$ cat src/rtl/gate_seq_ctrl_if.sv
// Handshake, gate-drive and result signals of the gate sequencing controller.
// The controller connects through the slave modport and the requester through master.
interface gate_seq_ctrl_if;
  logic       i_start;
  logic       i_abort;
  logic       i_x;
  logic [3:0] i_expect;
  logic       o_a;
  logic       o_b;
  logic       o_busy;
  logic       o_done;
  logic [3:0] o_table;
  logic       o_match;

  modport slave (
    input  i_start, i_abort, i_x, i_expect,
    output o_a, o_b, o_busy, o_done, o_table, o_match
  );

  modport master (
    output i_start, i_abort, i_x, i_expect,
    input  o_a, o_b, o_busy, o_done, o_table, o_match
  );
endinterface

$ cat src/rtl/gate_seq_ctrl.sv
// Steps a two-input gate through (a,b) = 00,10,01,11 and captures its truth table.
// Optional GATE_SEQ_CHECK_EN compares the captured table against i_expect.
module gate_seq_ctrl #(
  parameter int unsigned HOLD_CYCLES = 2
) (
  input  logic            i_clk,
  input  logic            i_rst,
  gate_seq_ctrl_if.slave  bus
);

  localparam int unsigned   CW        = (HOLD_CYCLES > 1) ? $clog2(HOLD_CYCLES) : 1;
  localparam logic [CW-1:0] HOLD_LAST = CW'(HOLD_CYCLES - 1);

  typedef enum logic [1:0] {IDLE, DRIVE, DONE} state_t;

  state_t        state;
  state_t        state_nxt;
  logic [1:0]    idx;
  logic [CW-1:0] hold_cnt;
  logic [3:0]    table_q;
  logic          start_ok;
  logic          step_end;

  // Abort beats start when both arrive in IDLE.
  assign start_ok = bus.i_start & ~bus.i_abort;
  assign step_end = (hold_cnt == HOLD_LAST);

  always_ff @(posedge i_clk or posedge i_rst) begin
    if (i_rst) state <= IDLE;
    else       state <= state_nxt;
  end

  always_comb begin
    state_nxt = state;
    case (state)
      IDLE:    if (start_ok) state_nxt = DRIVE;
      DRIVE: begin
        if (bus.i_abort)                   state_nxt = IDLE;
        else if (step_end && idx == 2'd3)  state_nxt = DONE;
      end
      DONE:    state_nxt = IDLE;
      default: state_nxt = IDLE;
    endcase
  end

  always_ff @(posedge i_clk or posedge i_rst) begin
    if (i_rst) begin
      idx      <= '0;
      hold_cnt <= '0;
      table_q  <= '0;
    end else begin
      case (state)
        IDLE: begin
          if (start_ok) begin
            idx      <= '0;
            hold_cnt <= '0;
            table_q  <= '0;
          end
        end
        DRIVE: begin
          if (bus.i_abort) begin
            idx      <= '0;
            hold_cnt <= '0;
            table_q  <= '0;
          end else if (step_end) begin
            // idx rolls over to 0 after the last step while the FSM leaves DRIVE
            table_q[idx] <= bus.i_x;
            hold_cnt     <= '0;
            idx          <= idx + 2'd1;
          end else begin
            hold_cnt <= hold_cnt + 1'b1;
          end
        end
        default: ;
      endcase
    end
  end

  always_comb begin
    bus.o_a    = 1'b0;
    bus.o_b    = 1'b0;
    bus.o_busy = 1'b0;
    bus.o_done = 1'b0;
    case (state)
      DRIVE: begin
        bus.o_a    = idx[0];
        bus.o_b    = idx[1];
        bus.o_busy = 1'b1;
      end
      DONE:    bus.o_done = 1'b1;
      default: ;
    endcase
  end

  assign bus.o_table = table_q;

`ifdef GATE_SEQ_CHECK_EN
  logic match_q;

  always_ff @(posedge i_clk or posedge i_rst) begin
    if (i_rst)                          match_q <= 1'b0;
    else if (state == IDLE && start_ok) match_q <= 1'b0;
    else if (state == DONE)             match_q <= (table_q == bus.i_expect);
  end

  assign bus.o_match = match_q;
`else
  assign bus.o_match = 1'b0;
`endif

endmodule

$ cat src/flat_wrapper.sv
// flat-port wrapper written by rule: the top's interface ports become plain ports
module gate_seq_ctrl_flat 
#(
  parameter int unsigned HOLD_CYCLES = 2
)
  (i_clk, i_rst, bus_i_start, bus_i_abort, bus_i_x, bus_i_expect, bus_o_a, bus_o_b, bus_o_busy, bus_o_done, bus_o_table, bus_o_match);
  gate_seq_ctrl_if bus_i ();
  input  logic i_clk;
  input  logic i_rst;
  input wire logic [$bits(bus_i.i_start)-1:0] bus_i_start;
  input wire logic [$bits(bus_i.i_abort)-1:0] bus_i_abort;
  input wire logic [$bits(bus_i.i_x)-1:0] bus_i_x;
  input wire logic [$bits(bus_i.i_expect)-1:0] bus_i_expect;
  output wire logic [$bits(bus_i.o_a)-1:0] bus_o_a;
  output wire logic [$bits(bus_i.o_b)-1:0] bus_o_b;
  output wire logic [$bits(bus_i.o_busy)-1:0] bus_o_busy;
  output wire logic [$bits(bus_i.o_done)-1:0] bus_o_done;
  output wire logic [$bits(bus_i.o_table)-1:0] bus_o_table;
  output wire logic [$bits(bus_i.o_match)-1:0] bus_o_match;
  assign bus_i.i_start = bus_i_start;
  assign bus_i.i_abort = bus_i_abort;
  assign bus_i.i_x = bus_i_x;
  assign bus_i.i_expect = bus_i_expect;
  assign bus_o_a = bus_i.o_a;
  assign bus_o_b = bus_i.o_b;
  assign bus_o_busy = bus_i.o_busy;
  assign bus_o_done = bus_i.o_done;
  assign bus_o_table = bus_i.o_table;
  assign bus_o_match = bus_i.o_match;
  gate_seq_ctrl #(.HOLD_CYCLES(HOLD_CYCLES)) u_core (.i_clk(i_clk), .i_rst(i_rst), .bus(bus_i));
endmodule
$ cat config.mk
export PLATFORM = sky130hd
export DESIGN_NAME = gate_seq_ctrl_flat
export DESIGN_NICKNAME = d
export VERILOG_FILES = /design/src/rtl/gate_seq_ctrl_if.sv /design/src/rtl/gate_seq_ctrl.sv /design/src/flat_wrapper.sv
export SDC_FILE = /design/constraint.sdc
export NUM_CORES = 1
export LEC_CHECK = 0
export CORE_MARGIN = 4
export CORE_UTILIZATION = 40
export DETAILED_ROUTE_END_ITERATION = 8
export MAX_ROUTING_LAYER = met4
export PLACE_DENSITY = 0.7
export SYNTH_ARGS = -nofsm -noshare
export SYNTH_HDL_FRONTEND = slang
export SYNTH_SLANG_ARGS = --single-unit
$ cat constraint.sdc
create_clock -name i_clk -period 2.47 [get_ports i_clk]
set_input_delay 0.741 -clock i_clk [delete_from_list [all_inputs] [get_ports i_clk]]
set_output_delay 0.741 -clock i_clk [all_outputs]
set_load 0.1 [all_outputs]
After elaboration in Yosys (flattened, before gate mapping)
Index checks and enable logic that the tools add are counted.
Widths: inputs -> output; s select.
{ "classes": {"order_cmp": 2, "bitwise": 2, "n_eq_ne": 6, "reduce_logical": 7, "n_addsub": 2, "mux": 23} }
{ "ops": {"columns": ["op", "count"], "rows": [
  ["$mux 2", 6],
  ["$mux 4", 3],
  ["$mux 1", 8],
  ["$pmux 2 s2", 2],
  ["$pmux 4 s2", 1],
  ["$ne 3x2->1 const B", 2],
  ["$bwmux 4", 1],
  ["$eq 2x2->1 const B", 2],
  ["$reduce_and 2->1", 2],
  ["$lt 2x3->1 const B", 1],
  ["$reduce_and 3->1", 1],
  ["$add 2x1->2 const B", 1],
  ["$demux 1 s2", 1],
  ["$eq 2x1->1 const B", 1],
  ["$ge 2x1->1 const B", 1],
  ["$logic_and 1x1->1", 2],
  ["$logic_not 2->1", 1],
  ["$ne 2x1->1 const B", 1],
  ["$pmux 1 s2", 1],
  ["$reduce_bool 2->1", 1],
  ["$add 1x1->1 const B", 1],
  ["$and 1x1->1", 1],
  ["$not 1->1", 1]
]} }
{ "totals": {"out_inout_bits": 9, "input_bits": 9, "word_cells": 46, "regBits": 9} }

Logic depth before layout (Yosys ltp)
Gate-level depths: netlist of the first run.
{ "logic_depth": {"ltp_word": 8, "depth_mapped": 5, "depth_no_buf": 5} }

Worst setup path before layout of the first run
Ideal clock, no wire load.
{ "synth_timing": {"path_type": "flip-flop to output port", "startpoint": "register u_core.idx[0]", "endpoint": "output bus_o_a", "path_stages_with_launch": 3, "slack_ns": -0.826, "t_required_ns": 1.729, "t_arrival_ns": 2.555, "n_path_buf": 0, "path_cell_list": "dfrtp_1 -> inv_1 -> nor3_1"} }
{ "synth_between": {"elab_chain_len": 1} }
{ "synth_rtl": {"columns": ["element", "line_no", "text"], "rows": [
  ["start, declared", "gate_seq_ctrl.sv:18", "logic [1:0] idx;"],
  ["start signal, assigned", "gate_seq_ctrl.sv:69", "idx <= idx + 2'd1;"],
  ["$mux 1", "gate_seq_ctrl.sv:84", "case (state)"],
  ["end, declared", "flat_wrapper.sv:14", "output wire logic [$bits(bus_i.o_a)-1:0] bus_o_a;"]
]} }
Every way passes these cells.

Final worst setup path of the first run
Ends and elaborated chain as after synthesis.

==> run summary, run 1 <==
area of all sequential standard cells: 225 um2
gate count of the mapped netlist: 62
outcome: finished, final reports clean
Peak supply drop: 0.217 mV
Hold Path Cell Cnt: 1
number of failing setup endpoints in the final timing report: 0
maxcap violations: 0
WP data arrival: 1.41 ns
Placeable Area: 1320 um2
worst-path cell chain: inv_1 -> nor3_1 -> buf_12
clock tree from TritonCTS: yes
Synth Cell Area: 572 um2
layout-stage area growth over the synthesis result: 30.4%
later-pin clock latency in the skew report: 0.27 ns
wire length of the first global-routing pass: 2080 um
Final Skew: 0.00809 ns
Post-Route Hold Slack: 0.514 ns
cts repair resizes: 0
sinks on the clock net: 9
portion of the clock cycle consumed by the worst path in the final layout: 0.870
width of the chip: 45.8 um
Syn. warnings: 0
number of standard-cell rows in the floorplan: 13
global-route congestion overflow total: 0
count of buffers added by post-CTS timing repair for setup: 0
maximum operating frequency: 465 MHz
final worst-path setup slack: 0.322 ns
Multi-input gate area: 292 um2
cts hold-fix bufs: 0
average vias per placed instance: 5.33
Clock H-tree levels: 1
power per cell area: 511 nW/um2
post-route minimum period: 2.15 ns
largest buffer count on any clock path: 2
startpoint class of the critical path: flip-flop
Final Hold Vio Count: 0
nets: 88
Antenna diodes: 0
combined buffer and inverter count along the critical path: 2
remaining routing DRC violations: 0
library cell used as clock root buffer: sky130_fd_sc_hd__clkbuf_4
fraction of registers with async set/reset: 1.00
count of fill cells added during filler insertion: 127
R2R cell count: 3
pre-CTS setup slack: 0.227 ns
Net Count, Synth: 75
part of the Yosys area used for sequential elements: 0.394
number of antenna violations at the first check in global routing: 0
DRC marker count from the first detailed-route iteration: 1
pin count of the biggest net entering global routing: 12
largest fanout on the critical path: 5
number of unique standard cell types used by synthesis: 29
Main synth FF type: sky130_fd_sc_hd__dfrtp_1
Worst path max stage delay: 0.42 ns
Combinational Power Share: 0.252
internal power contribution: 0.249 mW
Crit Path Class: reg -> out
fraction of final layout cells sized beyond drive strength 1: 0.216
kind of path behind the tightest hold check: reg -> reg
Synth Area per Inst: 9.22 um2
Top-Level Pins: 18
TritonCTS Buffers: 3
fin. max-slew vios: 0
vias: 474
cell depth of the worst setup path: 3
number of enable flip-flop cells after synthesis: 0
core utilization of the finished layout: 0.566
Clk pin slew, worst setup/hold paths: 0.07 ns
number of global-route vias before repair: 485
routed wire length: 1180 um
detail-routed net length per standard cell: 13.3 um
leakage: 0.342 nW
Worst path slowest cell: sky130_fd_sc_hd__dfrtp_1
die extent in y: 45.8 um
Final GP Congestion: 0.739
cell family with the largest share of critical-path delay: flip-flops
NetSw: 0.132 mW
initial core utilization: 0.434
required time of the critical path: 1.73 ns
Sw Share: 0.346
number of register bits inferred by synthesis: 9
first drt pass iteration count: 4
Die Outline Area: 2100 um2
antenna-violating nets left: 0
number of I/O port buffers: 12
total chip power: 0.381 mW
part of the total power dissipated in the clock network: 0.312
proportion of power drawn by flip-flops and latches: 0.436
Worst Setup End Kind: output pin
RSZ-0062 raised after global routing: false
total track usage: 0.146
-- synth_stat cells, types with 2 or more instances --
library cell | number | area (um2)
sky130_fd_sc_hd__o32ai_1 | 3 | 26.3
sky130_fd_sc_hd__a21o_2 | 3 | 26.3
sky130_fd_sc_hd__inv_1 | 9 | 33.8
sky130_fd_sc_hd__dfrtp_1 | 9 | 225
sky130_fd_sc_hd__nor3_1 | 3 | 15.0
sky130_fd_sc_hd__a21oi_1 | 3 | 15.0
sky130_fd_sc_hd__buf_4 | 2 | 15.0
sky130_fd_sc_hd__nand3_1 | 5 | 25.0
sky130_fd_sc_hd__mux2i_1 | 2 | 20.0
sky130_fd_sc_hd__ha_1 | 4 | 50.1
-- cell families after synthesis --
| logic type | share of synthesized area |
|---|---|
| buffers and inverters | 0.101 |
| AND/OR/NAND/NOR | 0.199 |
| multiplexers | 0.0350 |
| AO/OA/AOI/OAI | 0.177 |
| adder cells (fa/ha/maj) | 0.0875 |
| other | 0.00656 |
| flip-flops | 0.394 |
-- per-stage QoR --
| stage | instance area [um2] | TNS (ns) | cells |
|---|---|---|---|
| final | 746 | 0 | 89 |
| after global routing | 746 | 0 | 89 |
| after CTS | 746 | 0 | 89 |
| after detailed placement | 719 | 0 | 85 |
| after global placement | 719 | 0 | 85 |
| after floorplan | 574 | -1.65 | 62 |
-- metal layers --
metal  wire length, um  vias up  track usage
met5                 0        -            -
met4                14        0       0.0682
met3                96        2       0.0474
met2               541       14        0.226
met1               527      225        0.170
li1                  -      233            -
-- final timing paths --
kind | endpoint | slack [ns] | startpoint
max in group asynchronous | u_core.state[0]$_DFFE_PP0P_ | 1.45 | i_rst
worst min-delay path | u_core.bus.o_table[1]$_DFFE_PP0P_ | 0.51 | u_core.bus.o_table[1]$_DFFE_PP0P_
worst max-delay path | bus_o_a | 0.32 | u_core.idx[0]$_DFFE_PP0P_
min in group asynchronous | u_core.bus.o_table[2]$_DFFE_PP0P_ | 0.74 | i_rst
worst min register to register | u_core.bus.o_table[1]$_DFFE_PP0P_ | 0.51 | u_core.bus.o_table[1]$_DFFE_PP0P_
worst max register to register | u_core.idx[1]$_DFFE_PP0P_ | 0.95 | u_core.hold_cnt$_DFFE_PP0P_
-- power by group through the flow --
stage	Clock [mW]	Combinational, mW	Sequential (mW)
2_1_floorplan	0	0.0614	0.175
6_report	0.119	0.0960	0.166
4_1_cts	0.121	0.0959	0.166
3_3_place_gp	0	0.0944	0.169
5_1_grt	0.128	0.102	0.168
3_5_place_dp	0	0.0956	0.169
-- area by class of cell --
class                           instances  area share
Multi-Input combinational cell         40       0.391
Sequential cell                         9       0.302
Timing Repair Buffer                   12       0.201
Inverter                                9      0.0453
Clock buffer                            4      0.0352
Tap cell                               15      0.0252
-- registers in the layout, summed over array words and instances (netlist names) --
register and count:
u_core.hold_cnt 1, u_core.state 2, u_core.bus.o_table 4, u_core.idx 2
-- cells in the final DEF, fill, tap and decap left out --
master | synthesis | routed
sky130_fd_sc_hd__nor2_1 | 1 | 1
sky130_fd_sc_hd__buf_4 | 2 | 4
sky130_fd_sc_hd__clkbuf_4 | 0 | 3
sky130_fd_sc_hd__nand3b_1 | 1 | 1
sky130_fd_sc_hd__conb_1 | 1 | 1
sky130_fd_sc_hd__or2b_1 | 1 | 1
sky130_fd_sc_hd__dfrtp_1 | 9 | 9
sky130_fd_sc_hd__o22ai_1 | 1 | 1
sky130_fd_sc_hd__o21ai_0 | 1 | 1
sky130_fd_sc_hd__nand3_1 | 5 | 5
sky130_fd_sc_hd__clkdlybuf4s50_1 | 0 | 4
sky130_fd_sc_hd__clkbuf_1 | 1 | 1
sky130_fd_sc_hd__a21oi_1 | 3 | 3
sky130_fd_sc_hd__or3b_1 | 1 | 1
sky130_fd_sc_hd__a21o_1 | 1 | 1
sky130_fd_sc_hd__nor3_1 | 3 | 3
sky130_fd_sc_hd__mux2i_1 | 2 | 2
sky130_fd_sc_hd__inv_1 | 9 | 9
sky130_fd_sc_hd__o32ai_1 | 3 | 3
sky130_fd_sc_hd__a21o_2 | 3 | 3
sky130_fd_sc_hd__nor4b_1 | 1 | 1
sky130_fd_sc_hd__nor2b_2 | 0 | 1
sky130_fd_sc_hd__nand2_1 | 1 | 1
sky130_fd_sc_hd__o21bai_1 | 1 | 1
sky130_fd_sc_hd__ha_1 | 4 | 4
sky130_fd_sc_hd__nand2b_1 | 1 | 1
sky130_fd_sc_hd__a211oi_1 | 1 | 1
sky130_fd_sc_hd__or2_2 | 1 | 1
sky130_fd_sc_hd__buf_12 | 0 | 4
sky130_fd_sc_hd__nor3b_1 | 1 | 1
sky130_fd_sc_hd__and2b_1 | 1 | 1
(Power assumes the default switching activity.)
==> run 2, diff against run 1 <==
--- a/config.mk
+++ b/config.mk
@@ -10,6 +10,7 @@
 export DETAILED_ROUTE_END_ITERATION = 8
 export MAX_ROUTING_LAYER = met4
 export PLACE_DENSITY = 0.7
+export SKIP_CTS_REPAIR_TIMING = 1
 export SYNTH_ARGS = -nofsm -noshare
 export SYNTH_HDL_FRONTEND = slang
 export SYNTH_SLANG_ARGS = --single-unit
==> results of run 2 <==
Final layout, timing and power as in run 1 (identical DEF).
